**config.mk**
```make
export PLATFORM = sky130hd
export DESIGN_NAME = frame_aligner_8b
export DESIGN_NICKNAME = d
export VERILOG_FILES = /design/src/rtl/frame_aligner_8b.sv
export SDC_FILE = /design/constraint.sdc
export NUM_CORES = 1
export LEC_CHECK = 0
export CORE_MARGIN = 2
export CORE_UTILIZATION = 37
export DETAILED_ROUTE_END_ITERATION = 12
export PLACE_DENSITY = 0.75
export SYNTH_ARGS = -nofsm -noshare
export SYNTH_HDL_FRONTEND = slang
export SYNTH_SLANG_ARGS = --single-unit
```
**constraint.sdc**
```tcl
create_clock -name clk -period 2.7 [get_ports clk]
set_input_delay 0.405 -clock clk [delete_from_list [all_inputs] [get_ports clk]]
set_output_delay 0.405 -clock clk [all_outputs]
set_load 0.01 [all_outputs]
```
**src/rtl/frame_aligner_8b.sv**
```systemverilog
// Frame aligner for a 5-lane 10-bit deserializer: hunts for a lane-0 comma, verifies all-lane comma frames, then forwards aligned frames.
// Optional lock-loss statistics counter is enabled by defining FRAME_ALIGNER_STATS_EN.

module frame_aligner_8b #(
    parameter int unsigned LOCK_CNT = 4,
    parameter int unsigned MAX_GAP  = 255
) (
    input  logic        clk,
    input  logic        rst_n,
    input  logic        strb,
    input  logic [49:0] encode,
    input  logic [39:0] datin,
    output logic [39:0] dout,
    output logic        dout_vld,
    output logic        dout_k,
    output logic        locked,
    output logic        align_err,
    output logic [15:0] err_cnt
);

    localparam int unsigned LANES     = 5;
    localparam int unsigned SYM_W     = 10;
    localparam int unsigned DATA_W    = 40;
    localparam int unsigned PHASE_W   = 4;
    localparam int unsigned GAP_W     = 8;
    localparam int unsigned GAP_CMP_W = GAP_W + 1;
    localparam int unsigned VCNT_W    = $clog2(LOCK_CNT + 1);

    localparam logic [SYM_W-1:0]     COMMA_P    = 10'b0011111010;
    localparam logic [SYM_W-1:0]     COMMA_N    = 10'b1100000101;
    localparam logic [PHASE_W-1:0]   LAST_PHASE = PHASE_W'(9);
    localparam logic [GAP_CMP_W-1:0] GAP_LIMIT  = GAP_CMP_W'(MAX_GAP);
    localparam logic [VCNT_W-1:0]    VCNT_LOCK  = VCNT_W'(LOCK_CNT);

    typedef enum logic [1:0] {
        HUNT   = 2'd0,
        VERIFY = 2'd1,
        LOCKED = 2'd2
    } state_e;

    state_e              state_q, state_d;
    logic [PHASE_W-1:0]  phase_q, phase_d;
    logic [VCNT_W-1:0]   vcnt_q, vcnt_d;
    logic [GAP_W-1:0]    gap_q, gap_d;
    logic                strb_q, strb_d;
    logic [DATA_W-1:0]   dout_q, dout_d;
    logic                dout_vld_q, dout_vld_d;
    logic                dout_k_q, dout_k_d;
    logic                locked_q, locked_d;
    logic                align_err_q, align_err_d;

    logic [LANES-1:0]     comma_c;
    logic                 all_comma_c;
    logic                 no_comma_c;
    logic [PHASE_W-1:0]   phase_inc_c;
    logic [VCNT_W-1:0]    vcnt_inc_c;
    logic [GAP_CMP_W-1:0] gap_inc_c;

    // Per-lane comma detection on the raw shift registers
    always_comb begin
        comma_c = '0;
        for (int k = 0; k < LANES; k++) begin
            comma_c[k] = (encode[k*SYM_W +: SYM_W] == COMMA_P) ||
                         (encode[k*SYM_W +: SYM_W] == COMMA_N);
        end
    end

    assign all_comma_c = &comma_c;
    assign no_comma_c  = ~|comma_c;
    assign phase_inc_c = (phase_q == LAST_PHASE) ? '0 : phase_q + PHASE_W'(1);
    assign vcnt_inc_c  = vcnt_q + VCNT_W'(1);
    assign gap_inc_c   = {1'b0, gap_q} + GAP_CMP_W'(1);

    // Next-state and output logic; strb_q marks a cycle where encode/datin hold a new bit
    always_comb begin
        state_d     = state_q;
        phase_d     = phase_q;
        vcnt_d      = vcnt_q;
        gap_d       = gap_q;
        strb_d      = strb;
        dout_d      = dout_q;
        dout_vld_d  = 1'b0;
        dout_k_d    = dout_k_q;
        align_err_d = 1'b0;

        case (state_q)
            HUNT: begin
                if (strb_q) begin
                    if (comma_c[0]) begin
                        state_d = VERIFY;
                        phase_d = PHASE_W'(1);
                        vcnt_d  = VCNT_W'(1);
                    end else begin
                        phase_d = phase_inc_c;
                    end
                end
            end
            VERIFY: begin
                if (strb_q) begin
                    phase_d = phase_inc_c;
                    if (phase_q == '0) begin
                        if (all_comma_c) begin
                            vcnt_d = vcnt_inc_c;
                            if (vcnt_inc_c == VCNT_LOCK) begin
                                state_d = LOCKED;
                                vcnt_d  = '0;
                                gap_d   = '0;
                            end
                        end else begin
                            state_d = HUNT;
                            vcnt_d  = '0;
                        end
                    end
                end
            end
            LOCKED: begin
                if (strb_q) begin
                    phase_d = phase_inc_c;
                    if (phase_q == '0) begin
                        if (all_comma_c) begin
                            gap_d      = '0;
                            dout_d     = datin;
                            dout_k_d   = 1'b1;
                            dout_vld_d = 1'b1;
                        end else if (no_comma_c && (gap_inc_c <= GAP_LIMIT)) begin
                            gap_d      = gap_inc_c[GAP_W-1:0];
                            dout_d     = datin;
                            dout_k_d   = 1'b0;
                            dout_vld_d = 1'b1;
                        end else begin
                            // Gap overflow or lane skew: the frame is dropped
                            state_d     = HUNT;
                            gap_d       = '0;
                            align_err_d = 1'b1;
                        end
                    end
                end
            end
            default: begin
                state_d = HUNT;
                vcnt_d  = '0;
                gap_d   = '0;
            end
        endcase

        locked_d = (state_d == LOCKED);
    end

    always_ff @(posedge clk or negedge rst_n) begin
        if (!rst_n) begin
            state_q     <= HUNT;
            phase_q     <= '0;
            vcnt_q      <= '0;
            gap_q       <= '0;
            strb_q      <= 1'b0;
            dout_q      <= '0;
            dout_vld_q  <= 1'b0;
            dout_k_q    <= 1'b0;
            locked_q    <= 1'b0;
            align_err_q <= 1'b0;
        end else begin
            state_q     <= state_d;
            phase_q     <= phase_d;
            vcnt_q      <= vcnt_d;
            gap_q       <= gap_d;
            strb_q      <= strb_d;
            dout_q      <= dout_d;
            dout_vld_q  <= dout_vld_d;
            dout_k_q    <= dout_k_d;
            locked_q    <= locked_d;
            align_err_q <= align_err_d;
        end
    end

    assign dout      = dout_q;
    assign dout_vld  = dout_vld_q;
    assign dout_k    = dout_k_q;
    assign locked    = locked_q;
    assign align_err = align_err_q;

`ifdef FRAME_ALIGNER_STATS_EN
    logic [15:0] err_cnt_q, err_cnt_d;

    // Saturating count of lock losses
    always_comb begin
        err_cnt_d = err_cnt_q;
        if (align_err_d && (err_cnt_q != 16'hFFFF)) begin
            err_cnt_d = err_cnt_q + 16'd1;
        end
    end

    always_ff @(posedge clk or negedge rst_n) begin
        if (!rst_n) begin
            err_cnt_q <= '0;
        end else begin
            err_cnt_q <= err_cnt_d;
        end
    end

    assign err_cnt = err_cnt_q;
`else
    assign err_cnt = '0;
`endif

endmodule

```
# After elaboration in Yosys (flattened, before gate mapping)
# Index checks and enable logic that the tools add are counted.
[word_totals]
regBits = 62
input_bits = 93
out_inout_bits = 60
elab_cells = 104
[classes]
n_addsub = 3
magnitude_cmp = 1
eq_ne = 24
muxes = 46
bitwise_logic = 2
n_reduce_logical = 18
[ops]
columns = ["op", "n"]
rows = [
  ["two-way mux 40 bit", 2],
  ["two-way mux 8 bit", 8],
  ["equality test 10 bit (second input constant)", 5],
  ["equality test 10 x 8 -> 1 bit (second input constant)", 5],
  ["one-hot mux 8 bit (3 select lines)", 1],
  ["two-way mux 2 bit", 10],
  ["two-way mux 3 bit", 6],
  ["two-way mux 4 bit", 4],
  ["inequality test 2 bit (second input constant)", 8],
  ["two-way mux 1 bit", 12],
  ["AND reduction 5 bit", 2],
  ["adder 8 x 1 -> 9 bit (second input constant)", 1],
  ["less-or-equal comparator 9 x 8 -> 1 bit (second input constant)", 1],
  ["one-hot mux 3 bit (3 select lines)", 1],
  ["one-hot mux 4 bit (2 select lines)", 1],
  ["AND reduction 7 bit", 1],
  ["one-hot mux 2 bit (3 select lines)", 1],
  ["logical OR 1 bit", 5],
  ["OR reduction 5 bit", 1],
  ["adder 4 x 1 -> 4 bit (second input constant)", 1],
  ["equality test 2 bit (second input constant)", 2],
  ["equality test 4 bit (second input constant)", 1],
  ["zero test 4 bit", 1],
  ["AND reduction 4 bit", 1],
  ["other kinds (11)", 13],
]

# Depth between registers and ports, before layout
# Gate-level depths: netlist of the first run.
[logic_depth]
word_depth = 11
ltp_mapped = 10
ltp_nobuf = 9

# Worst setup path before layout of the first run
# Ideal clock, no wire load.
[synth_path]
path_kind = "in2reg"
from = "input port encode[32]"
to = "register dout_q[1] (netlist: dout[1])"
setup_time_ns = 0.125
arrival_time_ns = 2.625
required_ns = 2.575
slack_ns = -0.050
stages = 8
path_buffers = 2
path_cell_list = "nor4bb_1 > a41o_1 > or4_1 > or4_1 > buf_2 > a21oi_2 > buf_2 > mux2_2"
[synth_via]
elab_chain_cells = 7
elab_cells_between_ends = 10
cone_classes = "2 x eq/ne; 1 x mux; 7 x reduce/logical"
[synth_rtl]
columns = ["item", "line", "source"]
rows = [
  ["from (decl)", "11", "input logic [49:0] encode,"],
  ["equality test 10 x 8 -> 1 bit / equality test 10 bit (equally long branches)", "63, 64", ""],
  ["logical OR 1 bit *", "63", "comma_c[k] = (encode[k*SYM_W +: SYM_W] == COMMA_P) ||"],
  ["OR reduction 5 bit", "69", "assign no_comma_c = ~|comma_c;"],
  ["zero test 1 bit", "69", ""],
  ["logical AND 1 bit", "125", "end else if (no_comma_c && (gap_inc_c <= GAP_LIMIT)) begin"],
  ["nonzero test 2 bit (no line)", "n/a", ""],
  ["AND reduction 4 bit (no line)", "n/a", ""],
  ["to (signal assigned)", "167", "dout_q <= dout_d;"],
  ["to (decl)", "46", "logic [DATA_W-1:0] dout_q, dout_d;"],
]
# Every way passes the cells marked *; elsewhere a longest branch is shown, timed or not.
# A chain may end at the register's enable or synchronous reset.

# Final worst setup path of the first run
[layout_path]
from = "input port encode[3]"
to = "register dout_q[28] (netlist: dout[28])"
# The elaborated chain is that of the path after synthesis.

==> metrics.yaml, run 1 <==
power:
  leakage_nw: 2.208
  power_mw: 2.377
  vdd_drop_max_mv: 0.3120
  powerDensity_nw_per_um2: 471.0
setup_path:
  worst_setup_path_start_kind: "input port"
  crit_path_max_fanout: 8
  arrival_ps: 2860
  path_class: "input port to flop"
  cp.required_ps: 2930
  setup.worst_path.end_class: "flop"
  r2r_slack_ps: 120
synth:
  synth_warnings: 0
  syn_area_um2: 3197
  synth_edf_count: 0
  synth.avg_cell_area_um2: 11.18
  synthTopCellsByCount: "62 x dfrtp_1, 40 x mux2_2, 18 x nand2_1"
  ys_seq_elements: 62
  synth.most_common_cell: "dfrtp_1"
  yosys-top-cells-area: "dfrtp_1 49%, mux2_2 14%, buf_4 3.8%, ha_1 3.1%, nand2_1 2.1%"
  ys_types: 50
  synthFlopType: "dfrtp_1"
  yosysSeqAreaShare_pct: 48.53
  synth_top_area_share_pct: 48.53
  syn_inst: 286
  synth_top_area_cell: "dfrtp_1"
  synthArstFlopShare_pct: 100.0
clocking:
  cts_inserted_buffers: 9
  cts_tree: "done"
  clk_latency_ps: 340
  htreeDepth: 3
  root_buffer: "clkbuf_8"
  cts.path.max_buffers: 2
  cts_sinks: 62
  path_clk_slew_ps: 70
  cts_hold_buffers: 0
grt:
  grt_use_total_pct: 17.81
  grt_remaining_overflow: 0
  grt_pass1_vias: 2920
  antenna_found_initial: 0
  grt_start_max_net_pins: 63
  grt_pass1_wl_mm: 13.72
placed_design:
  preCtsSetupSlack_ps: -544.7
  gp_congestion: 0.7471
  placedCellCount: 540
  port_buffers: 136
  dpl.hpwl_mm: 6.049
drt:
  drtPass1Iterations: 4
  first_iter_violations: 108
  route.detailed.drc: 0
  vias_per_cell: 5.025
  finalWirelength_mm: 8.314
  ant_nets: 0
  avgRoutedWirePerCell_um: 14.69
  vias: 2844
cells_and_area:
  area_growth_pct: 57.85
  nNetsFinal: 557
  num_antenna_cells: 0
  instances_no_fill: 566
  drive_gt1_share_pct: 26.90
die:
  ios: 153
  dieArea_um2: 9399
  die_w_um: 96.95
  initial_core_util_pct: 38.52
  num_rows: 33
  core_um2: 8299
  fp.dieH_um: 96.95
timing:
  slew_viol_final: 0
  fin_tns_setup_ps: 0
  setup_viol: 0
  max_freq_ghz: 0.3802
  setup_ws_ps: 69.84
  hold_violations: 0
  rsz0062_at_grt: "no"
  period_share_pct: 97.41
  fin_skew_ps: 11.06
  post-route-min-period_ps: 2630
job:
  drv_cap: 0
worst_hold_path:
  hold_class: "input port to asynchronous set/reset pin"
outcome:
  run_status: "finished clean"
## through the flow
step,hold slack (ps),instance area (µm²),util [%]
2_1_floorplan,109.4,3269,-
3_3_place_gp,442.6,4775,57.53
3_5_place_dp,442.8,4775,57.53
4_1_cts,69.68,5075,61.15
5_1_grt,85.33,5046,60.80
6_report,66.27,5046,60.80
## cell type report
type,instances,area (µm²)
Fill cell,670,3253
Timing Repair Buffer,166,1555
Sequential cell,62,1551
Multi-Input combinational cell,205,1549
Tap cell,105,131.4
Clock buffer,10,127.6
Clock inverter,6,86.33
Inverter,12,45.04
## sequential cells by signal, summed over array words and instances, names as in the netlist, 2 cells and up
name and flops:
vcnt_q 3, gap_q 8, state_q 2, dout 40, phase_q 4
## path summary, 6_finish.rpt
check                           from   endpoint  cells after the start
max                        encode[3]   dout[28]                      9
min                            rst_n   gap_q[6]                      2
max reg2reg                 gap_q[1]   gap_q[7]                     10
min reg2reg                  dout[5]    dout[5]                      1
max in group asynchronous      rst_n  vcnt_q[2]                      2
min in group clk             dout[5]    dout[5]                      1
## kinds of logic (layout without fill, tap and decap cells)
kind of cell / count (synthesis) / after routing / share of synthesized area (%)
other: 1 / 16 / 0.1173
muxes: 41 / 41 / 14.44
DFF: 62 / 62 / 48.53
xor gates and xnor gates: 1 / 1 / 0.2740
AOI/OAI and AO/OA: 48 / 48 / 10.84
adders and majority gates: 8 / 8 / 3.131
and+or+nand+nor: 91 / 91 / 16.59
buffers and inverters: 34 / 194 / 6.066
## where the power goes
part | leakage [nW] | switching (mW) | internal [mW]
Sequential | 0.760 | 0.0741 | 1.00
Combinational | 1.34 | 0.168 | 0.246
Clock | 0.106 | 0.368 | 0.518
## cell usage in the layout, fill, tap and decap left out, types with 3 or more instances in the layout
| cell | Yosys | layout |
|---|---|---|
| nand4_1 | 8 | 8 |
| mux2_2 | 40 | 40 |
| clkbuf_2 | 0 | 15 |
| a41o_1 | 4 | 4 |
| dfrtp_1 | 62 | 62 |
| nor2b_1 | 4 | 4 |
| o21ai_0 | 10 | 10 |
| nor4_1 | 9 | 9 |
| o21bai_1 | 3 | 3 |
| clkbuf_8 | 0 | 9 |
| nand2_1 | 18 | 18 |
| buf_12 | 0 | 3 |
| nand4bb_1 | 4 | 4 |
| buf_16 | 0 | 3 |
| a22o_1 | 4 | 4 |
| clkdlybuf4s50_1 | 0 | 95 |
| buf_2 | 5 | 11 |
| buf_4 | 16 | 23 |
| a21oi_1 | 6 | 6 |
| nor3_1 | 3 | 3 |
| buf_6 | 0 | 3 |
| dlygate4sd2_1 | 0 | 4 |
| nor4bb_1 | 5 | 3 |
| a21o_1 | 3 | 3 |
| nor2_1 | 17 | 16 |
| inv_1 | 12 | 12 |
| conb_1 | 1 | 16 |
| nand3_1 | 8 | 7 |
| clkdlybuf4s15_1 | 0 | 9 |
| ha_1 | 8 | 7 |
## repair_timing
item,in CTS,in global routing
endpoints found under the setup margin,47,41
setup buffers,5,3
gates resized for setup,87,38
endpoints found under the hold margin,0,0
pin swaps,22,22
cloned,3,0
## worst max-delay path, cell delays in order
cell and delay, ps:
clkdlybuf4s50_1 410, or4b_4 540, o41ai_2 300, buf_4 190, nand3b_1 140, a21oi_4 210
buf_12 160, buf_12 140, mux2_2 350
## per-layer routing
metal | up-vias | wire, µm | share of wire (%) | global-route usage, %
met5 | - | 0 | 0 | 0
met4 | 0 | 130 | 1.6 | 5.200
met3 | 14 | 470 | 5.7 | 6.069
met2 | 89 | 4324 | 52 | 31.68
met1 | 1370 | 3388 | 41 | 20.20
li1 | 1371 | - | - | -
Note: power is estimated with default switching activity, not from simulation.
==> run 2: changes to the inputs <==
- PLACE_DENSITY: 0.75 -> 0.77
==> metrics.yaml, run 2 (same netlist as run 1, synthesis figures left out) <==
clocking:
  cts.path.max_buffers: 2
  root_buffer: "clkbuf_8"
  clk_latency_ps: 330
  cts_tree: "done"
  cts_inserted_buffers: 9
  cts_sinks: 62
  path_clk_slew_ps: 70
  htreeDepth: 3
setup_path:
  worst_setup_path_start_kind: "input port"
  path_class: "input port to flop"
  cp.required_ps: 2960
  max_stage_delay_ps: 510
  path_cells: "dlygate4sd2_1, nand4_1, nor4_2, a41o_1, or4_1, or4_4, buf_6, or2_4, or4_1, nand3_1"
  cpMostUsedCell: "or4_1"
  critical_path.slowest_cell: "or4_1"
  arrival_ps: 2910
  crit_path_max_fanout: 2
  setup.worst_path.end_class: "flop"
drt:
  wl_met1_mm: 3.503
  dr_wl_met2_mm: 4.701
  first_iter_violations: 114
  vias: 2874
  finalWirelength_mm: 8.731
  avgRoutedWirePerCell_um: 15.32
  top_layer_used: "met4"
  drtPass1Iterations: 5
  ant_nets: 0
  vias_per_cell: 5.042
  route.detailed.drc: 0
  routed-wl-met3_um: 415
timing:
  slew_viol_final: 0
  setup_ws_ps: 56.73
  post-route-min-period_ps: 2643
  fin_tns_setup_ps: 0
  setup_viol: 0
  fin_skew_ps: 8.739
  rsz0062_at_grt: "yes"
  max_freq_ghz: 0.3783
  hold_violations: 0
  fin_worst_hold_slack_ps: 495.7
  period_share_pct: 97.90
cells_and_area:
  instances_no_fill: 570
  nNetsFinal: 561
  area_growth_pct: 63.99
  postLayoutCellArea_um2: 5243
  final_common_cell: "clkdlybuf4s50_1"
  n_fill_cell: 680
  final_cell_mix: "95 x clkdlybuf4s50_1, 62 x dfrtp_1, 31 x dlygate4sd2_1, 30 x mux2_2, 25 x buf_4"
  drive_gt1_share_pct: 22.37
  num_antenna_cells: 0
  utilization_pct: 63.17
  largest_register_ffs: 40
die:
  ios: 153
  num_rows: 33
  core_um2: 8299
  initial_core_util_pct: 38.52
  die_w_um: 96.95
  dieArea_um2: 9399
  fp.dieH_um: 96.95
placed_design:
  preCtsSetupSlack_ps: -582.3
  placedCellCount: 542
  port_buffers: 136
  dpl-instance-area_um2: 4777
  dpl.hpwl_mm: 6.308
  gp_congestion: 0.8492
power:
  leakage_nw: 2.312
  power_mw: 2.402
  vdd_drop_max_mv: 0.4304
  powerDensity_nw_per_um2: 458.2
grt:
  grt_use_total_pct: 18.30
  grt_start_max_net_pins: 29
  antenna_found_initial: 0
  grt_remaining_overflow: 0
  grt_pass1_vias: 2969
  grt_pass1_wl_mm: 14.25
outcome:
  run_status: "finished clean"
worst_hold_path:
  hold_class: "input port to asynchronous set/reset pin"
job:
  drv_cap: 0
[run 2: critical path: cells and delay by family]
family | cells | cell delay [ps]
buf+inv | 2 | 380
compound gates | 1 | 220
simple gates | 7 | 1900
[run 2: routing by layer]
layer	GRT usage, %	vias to the layer above
li1	-	1381
met4	4.334	0
met2	32.75	86
met5	0	-
met1	21.96	1393
met3	4.769	14
[run 2: worst paths after layout]
check                      slack [ps]  startpoint        to  depth (start not counted)
min in group clk                  500     dout[5]   dout[5]                          1
min                               500       rst_n  dout[19]                          2
max                                60  encode[36]  gap_q[7]                         10
max in group asynchronous        1530       rst_n  dout[26]                          3
min reg2reg                       500     dout[5]   dout[5]                          1
max reg2reg                        90    gap_q[1]  gap_q[7]                         10
[run 2: what timing repair did]
action,in CTS,in global routing
gates resized for setup,47,28
gates cloned,3,1
hold endpoints to repair,12,0
pin swaps,5,5
hold buffers,1,0
buffers inserted,8,2
setup endpoints to repair,49,51
[run 2: final cells by class]
| class | count | area [µm²] | share of cell area (%) |
|---|---|---|---|
| Timing Repair Buffer | 170 | 1669 | 31.84 |
| Multi-Input combinational cell | 205 | 1624 | 30.98 |
| Sequential cell | 62 | 1551 | 29.59 |
| Tap cell | 105 | 131.4 | 2.506 |
| Clock buffer | 9 | 123.9 | 2.363 |
| Clock inverter | 7 | 97.59 | 1.862 |
| Inverter | 12 | 45.04 | 0.8592 |
[run 2: where the power goes]
part	internal [mW]	switching, mW	total, mW
clock network	0.522	0.374	0.896
registers	1.00	0.0761	1.08
logic	0.256	0.171	0.427
